===== config.mk =====
export PLATFORM = sky130hd
export DESIGN_NAME = reorder_buffer
export DESIGN_NICKNAME = d
export VERILOG_FILES = /design/src/rtl/reorder_buffer.sv
export SDC_FILE = /design/constraint.sdc
export NUM_CORES = 1
export LEC_CHECK = 0
export BUFFER_PORTS_ARGS = -buffer_cell sky130_fd_sc_hd__buf_2
export CELL_PAD_IN_SITES_DETAIL_PLACEMENT = 1
export CELL_PAD_IN_SITES_GLOBAL_PLACEMENT = 2
export CORE_ASPECT_RATIO = 0.75
export CORE_MARGIN = 3
export CORE_UTILIZATION = 49
export DETAILED_ROUTE_END_ITERATION = 6
export GPL_TIMING_DRIVEN = 0
export PLACE_DENSITY_LB_ADDON = 0.12
export SYNTH_ARGS = -nofsm -noshare
export SYNTH_HDL_FRONTEND = slang
export SYNTH_SLANG_ARGS = --single-unit

===== constraint.sdc =====
create_clock -name clock -period 12.2 [get_ports clock]
set_input_delay 2.44 -clock clock [delete_from_list [all_inputs] [get_ports clock]]
set_output_delay 2.44 -clock clock [all_outputs]
set_load 0.005 [all_outputs]

===== src/rtl/reorder_buffer.sv =====
// Circular N_WAY-wide reorder buffer feeding retired Told tags to the free list.
// Optional squash port and logic enabled by defining ROB_FLUSH_EN.
module reorder_buffer #(
    parameter int N_WAY    = 2,
    parameter int N_ROB    = 16,
    parameter int TAG_BITS = 6,
    parameter int IDX_BITS = $clog2(N_ROB)
) (
    input  logic                               clock,
    input  logic                               reset,
    input  logic [$clog2(N_WAY):0]             dispatch_num,
    input  logic [N_WAY-1:0][TAG_BITS-1:0]     dispatch_t,
    input  logic [N_WAY-1:0][TAG_BITS-1:0]     dispatch_told,
    input  logic [N_WAY-1:0][4:0]              dispatch_arch,
    output logic [N_WAY-1:0][IDX_BITS-1:0]     rob_idx_out,
    output logic [$clog2(N_ROB):0]             rob_space,
    input  logic [N_WAY-1:0]                   complete_valid,
    input  logic [N_WAY-1:0][IDX_BITS-1:0]     complete_idx,
    output logic [$clog2(N_WAY):0]             retire_num,
    output logic [N_WAY-1:0][TAG_BITS-1:0]     rob_told,
    output logic [N_WAY-1:0][TAG_BITS-1:0]     retire_t,
    output logic [N_WAY-1:0][4:0]              retire_arch
`ifdef ROB_FLUSH_EN
    ,
    input  logic                               flush
`endif
);

    localparam int NW_BITS  = $clog2(N_WAY) + 1;
    localparam int CNT_BITS = $clog2(N_ROB) + 1;

    logic [IDX_BITS-1:0] head_q, head_d;
    logic [IDX_BITS-1:0] tail_q, tail_d;
    logic [CNT_BITS-1:0] count_q, count_d;

    logic [N_ROB-1:0]    valid_q;
    logic [N_ROB-1:0]    done_q;
    logic [TAG_BITS-1:0] t_q    [N_ROB];
    logic [TAG_BITS-1:0] told_q [N_ROB];
    logic [4:0]          arch_q [N_ROB];

    logic [CNT_BITS-1:0] accept;
    logic [IDX_BITS-1:0] disp_idx [N_WAY];
    logic [IDX_BITS-1:0] scan_idx [N_WAY];
    logic                blocked;
    logic                squash;

`ifdef ROB_FLUSH_EN
    assign squash = flush;
`else
    assign squash = 1'b0;
`endif

    assign rob_space = CNT_BITS'(N_ROB) - count_q;

    // Clamp the dispatch request to lane count and to free entries.
    always_comb begin
        accept = CNT_BITS'(dispatch_num);
        if (accept > CNT_BITS'(N_WAY)) accept = CNT_BITS'(N_WAY);
        if (accept > rob_space) accept = rob_space;
    end

    // Entry indices for dispatch lanes (from tail) and retire scan (from head).
    always_comb begin
        for (int i = 0; i < N_WAY; i++) begin
            disp_idx[i]    = tail_q + IDX_BITS'(i);
            scan_idx[i]    = head_q + IDX_BITS'(i);
            rob_idx_out[i] = disp_idx[i];
        end
    end

    // In-order retire scan: stop at the first entry not both valid and done.
    always_comb begin
        retire_num  = '0;
        rob_told    = '0;
        retire_t    = '0;
        retire_arch = '0;
        blocked     = 1'b0;
        for (int k = 0; k < N_WAY; k++) begin
            if (!blocked && valid_q[scan_idx[k]] && done_q[scan_idx[k]]) begin
                retire_num     = retire_num + NW_BITS'(1);
                rob_told[k]    = told_q[scan_idx[k]];
                retire_t[k]    = t_q[scan_idx[k]];
                retire_arch[k] = arch_q[scan_idx[k]];
            end else begin
                blocked = 1'b1;
            end
        end
        if (squash) begin
            retire_num  = '0;
            rob_told    = '0;
            retire_t    = '0;
            retire_arch = '0;
        end
    end

    // Pointer and occupancy next state.
    always_comb begin
        head_d  = head_q + IDX_BITS'(retire_num);
        tail_d  = tail_q + IDX_BITS'(accept);
        count_d = count_q + accept - CNT_BITS'(retire_num);
        if (squash) begin
            head_d  = '0;
            tail_d  = '0;
            count_d = '0;
        end
    end

    // State update: completion, then retire clear, then dispatch write.
    always_ff @(posedge clock) begin
        if (reset || squash) begin
            head_q  <= '0;
            tail_q  <= '0;
            count_q <= '0;
            valid_q <= '0;
            done_q  <= '0;
        end else begin
            head_q  <= head_d;
            tail_q  <= tail_d;
            count_q <= count_d;
            for (int c = 0; c < N_WAY; c++) begin
                if (complete_valid[c] && valid_q[complete_idx[c]])
                    done_q[complete_idx[c]] <= 1'b1;
            end
            for (int k = 0; k < N_WAY; k++) begin
                if (NW_BITS'(k) < retire_num) begin
                    valid_q[scan_idx[k]] <= 1'b0;
                    done_q[scan_idx[k]]  <= 1'b0;
                end
            end
            for (int i = 0; i < N_WAY; i++) begin
                if (CNT_BITS'(i) < accept) begin
                    valid_q[disp_idx[i]] <= 1'b1;
                    done_q[disp_idx[i]]  <= 1'b0;
                    t_q[disp_idx[i]]     <= dispatch_t[i];
                    told_q[disp_idx[i]]  <= dispatch_told[i];
                    arch_q[disp_idx[i]]  <= dispatch_arch[i];
                end
            end
        end
    end

endmodule


======== Yosys cells after proc, flatten, opt, wreduce, memory -nomap -nowiden ========
Memory sizes are Yosys's and may differ from the RTL's. A register that Yosys moved wholly into a read port is not among the register bits.
Cells that the tools add are included.
operators by class
  order comparisons ....................... 18
  reduce and logical (&&, ||, !) cells .... 11
  $add $sub $neg .......................... 8
  bitwise logic cells ..................... 14
  mux-type cells .......................... 61
operators by type and width
  kind                 number
  $mux 16              18
  $and 16x16->16       6
  $not 16->16          4
  $or 16x16->16        4
  $lt 4x5->1 const B   6
  $bmux 1 s4           6
  $demux 1 s4          6
  $ge 4x1->1 const B   6
  $mux 6               4
  $mux 1               19
  $mux 5               3
  $mux 4               3
  $logic_and 1x1->1    11
  $lt 1x5->1 const A   2
  $add 4x1->4 const B  2
  $add 5x5->5          1
  $gt 5x5->1           1
  $sub 5x2->5          1
  $sub 5x5->5 const A  1
  $add 4x2->4          1
  $add 4x4->4          1
  $lt 1x2->1 const A   2
  $mux 2               2
  $add 2x1->2 const B  1
  $gt 2x2->1 const B   1
storage, ports and cells
  output and inout bits ................... 49
  RAM bits ................................ 272
  memories ................................ 3
  bits of input ports ..................... 48
  bits in registers ....................... 45
memory list
  name    words  bits a word  rd ports  clocked after Yosys merged registers in  wr ports  line  RTL
  t_q     16     6            2         1                                        2         38    logic [TAG_BITS-1:0] t_q [N_ROB];
  told_q  16     6            2         1                                        2         39    logic [TAG_BITS-1:0] told_q [N_ROB];
  arch_q  16     5            2         1                                        2         40    logic [4:0] arch_q [N_ROB];

======== Depth between registers and ports, before layout ========
  depth after elaboration ................. 21
  mapped depth ............................ 23
  gate-level depth less buffers ........... 16

======== Least setup slack after synthesis ========
Ideal clock, no wire load.
  kind .................................... reg2out
  start point ............................. register head_q[1]
  end point ............................... output port rob_told[10] (netlist bit)
  path slack .............................. 6.263 ns
  arrival ................................. 3.497 ns
  cell stages (with the launch flop) ...... 14
  buffers on the path ..................... 7
  cells stage by stage .................... dfxtp_1 -> buf_6 -> buf_6 -> buf_2 -> buf_1 -> inv_1 -> ha_1 -> buf_2 -> buf_2 -> clkbuf_1 -> mux4_2 -> nand2_1 -> nand3b_1 -> and3_1
RTL lines
  item                    line  RTL
  start, declared         32    logic [IDX_BITS-1:0] head_q, head_d;
  start signal, assigned  112   head_q <= '0;
  start signal, assigned  118   head_q <= head_d;
  end, declared           20    output logic [N_WAY-1:0][TAG_BITS-1:0] rob_told,

==> run_results.csv <==
group,metric,value,unit
place,dp_hpwl,56.7,mm
synth,synth_top_family_by_area,"multiplexers",
synth,synthMuxAreaShare,35.0,%
sta,finalHoldViolations,0,
sta,slew_viol_final,0,
sta,setup_viol,0,
sta,whs,564,ps
sta,timing.fmax,0.106,GHz
route,drc_errors,0,
clocking,cts_tree,"done",
place,portBuffers,95,
grt,grt_pass1_vias,14800,
setup_path,endpoint_kind,"primary output",
clocking,clkTransAtPathRegs,60,ps
grt,grt.total_usage,34.9,%
final_layout,final_cell_mix,"edfxtp_1, mux2_2, mux4_2, buf_2, nand2_1",
synth,synth_compound_area_share,4.76,%
synth,synth-edff-count,272,
synth,yosysWarnings,0,
clocking,hold_buffers,0,
grt,grt_pass1_wl,109,mm
setup_path,critPathArrivalTime,6990,ps
floorplan,rows,64,
job,maxCapViolations,0,
grt,antenna_found_initial,7,
sta,slew_headroom,17.2,%
route,antenna_left,0,
clocking,max-clock-path-buffers,3,
setup_path,reg2reg_slack,4910,ps
synth,synth-simple-area-share,8.88,%
floorplan,coreArea,40900,um2
sta,fin_crit_sh,77.3,%
route,via_per_inst,6.85,
grt,grtUsageMet1,53.1,%
grt,use_met2,48.2,%
route,drtPass1Iterations,5,
synth,synth_cells,1420,
synth,avgSynthCellArea,14.3,um2
sta,setup_tns,0,ps
clocking,cts_resized,0,
power_and_ir_drop,leakage,8.29,nW
synth,seq_area_frac_synth,44.5,%
route,wl_per_cell,35.2,um
route,vias,14800,
sta,setup_slack,2770,ps
power_and_ir_drop,peakVddDrop,0.0886,mV
place,place_ws,3620,ps
power_and_ir_drop,power.density,133,nW/um2
synth,synth-adder-area-share,1.99,%
final_layout,nets,1648,
final_layout,fillers,3943,
final_layout,drive_gt1_share,44.4,%
setup_path,critical_path_class,"reg2out",
synth,netlist_area,20400,um2
synth,synth_nets,1498,
grt,grt_max_degree,14,
synth,synth_ff_type,"edfxtp_1",
setup_path,worstPathMaxFanout,10,
clocking,cts-root-buf,"clkbuf_16",
setup_path,required,9760,ps
outcome,status,"complete, no violations",
sta,tightest_slew,1230,ps
power_and_ir_drop,p_total,3.08,mW
synth,synth_xor_area_share,0.645,%
floorplan,die_y,183,um
route,drt_iter0_drc,2177,
clocking,post-cts-setup-buffer-count,0,
sta,period_needed,9430,ps
floorplan,ios,97,
floorplan,die_w,241,um
place,gp_congestion,0.958,
floorplan,die_area,44100,um2
clocking,clkLatencyLatePin,560,ps
sta,rsz0062_at_grt,"false",
grt,grt.met3_usage,12.4,%
sta,fin_skew,17.9,ps
grt,gr-total-overflow,0,
worst_hold_path,min_path_cells,2,
grt,busiest_layer,"met1",
clocking,cts_inserted_buffers,37,
synth,yosysUniqueCellTypes,76,
worst_hold_path,holdCritPathClass,"reg2reg",
synth,yosys_register_bits,317,
final_layout,layout_commonest_cell,"edfxtp_1",
clocking,cts_htree_levels,2,
setup_path,startpoint_type,"register",
final_layout,areaGrowthSynthToFinish,13.2,%
setup_path,worstRegToRegCells,21,
floorplan,initial_utilization,49.8,%
clocking,cts_num_sinks,317,
route,wirelength,76.0,mm
synth,async_reset_ff_share,0,%
==> per-stage QoR <==
| stage | utilization, % | instances | area (um2) |
|---|---|---|---|
| 5_1_grt | 56.4 | 2159 | 23100 |
| 3_5_place_dp | 53.5 | 2092 | 21900 |
| 2_1_floorplan | - | 1420 | 20400 |
| 6_report | 56.4 | 2159 | 23100 |
| 4_1_cts | 56.3 | 2158 | 23100 |
| 3_3_place_gp | 52.6 | 2076 | 21500 |
==> final cells by class <==
class	count	area, um2	share of cell area (%)
multi-input combinational	946	10500	45.6
sequential	317	9070	39.3
clock buffer	45	966	4.19
timing repair buffer	111	778	3.37
buffer	133	757	3.28
tap	561	702	3.04
clock inverter	21	184	0.798
inverter	24	90.1	0.391
antenna	1	2.50	0.0109
==> path summary, 6_finish.rpt <==
kind	startpoint	to
worst max-delay path	head_q[1]	retire_t[6]
worst min-delay path	valid_q[10]	valid_q[10]
worst max register to register	head_q[1]	count_q[3]
worst min register to register	valid_q[10]	valid_q[10]
==> sequential cells by signal, summed over array words and instances (netlist names) <==
signal   cells
t_q         96
told_q      96
head_q       4
count_q      5
valid_q     16
arch_q      80
tail_q       4
done_q      16
==> where the power goes <==
group / switching, mW / internal (mW) / total [mW] / leakage [nW]
clock network: 0.482 / 0.629 / 1.11 / 0.564
logic: 0.370 / 0.263 / 0.633 / 4.90
registers: 0.0594 / 1.27 / 1.33 / 2.83
total: 0.912 / 2.17 / 3.08 / 8.29
==> critical path, cell delays in order (launching register included) <==
cell and delay [ps]:
dfxtp_1 680, buf_6 250, buf_6 210, buf_2 420
buf_1 790, inv_1 350, ha_1 390, buf_2 180
buf_2 360, clkbuf_1 740, clkbuf_1 810, mux4_2 420
nand2_1 90, nand3_1 220, and3_1 330, buf_2 130
==> kinds of logic (layout without fill, tap and decap cells) <==
group / count (synthesis) / after routing
multiplexers: 448 / 448
AND/OR/NAND/NOR: 319 / 319
flip-flops: 317 / 317
buffers and inverters: 157 / 334
AO/OA/AOI/OAI: 132 / 132
adder cells (fa/ha/maj): 30 / 30
XOR/XNOR: 15 / 15
other: 2 / 3
==> layer usage <==
layer | vias up | routed length, um
li1 | 5930 | -
met1 | 7768 | 32900
met2 | 967 | 31100
met3 | 119 | 10400
met4 | 4 | 1540
met5 | - | 27
==> cells in the mapped netlist (20+ instances only) <==
cell | n | area (um2)
mux4_2 | 155 | 3490
nor2_1 | 20 | 75.1
and2_1 | 25 | 156
buf_2 | 34 | 170
mux2_4 | 81 | 1220
dfxtp_1 | 45 | 901
edfxtp_1 | 272 | 8170
o21ai_0 | 32 | 160
clkbuf_1 | 64 | 240
mux2_2 | 199 | 2240
nand2_1 | 119 | 447
ha_1 | 26 | 325
and3_1 | 26 | 163
nand3_1 | 35 | 175
inv_1 | 24 | 90.1
No activity file was read; power rests on OpenSTA's default activity.
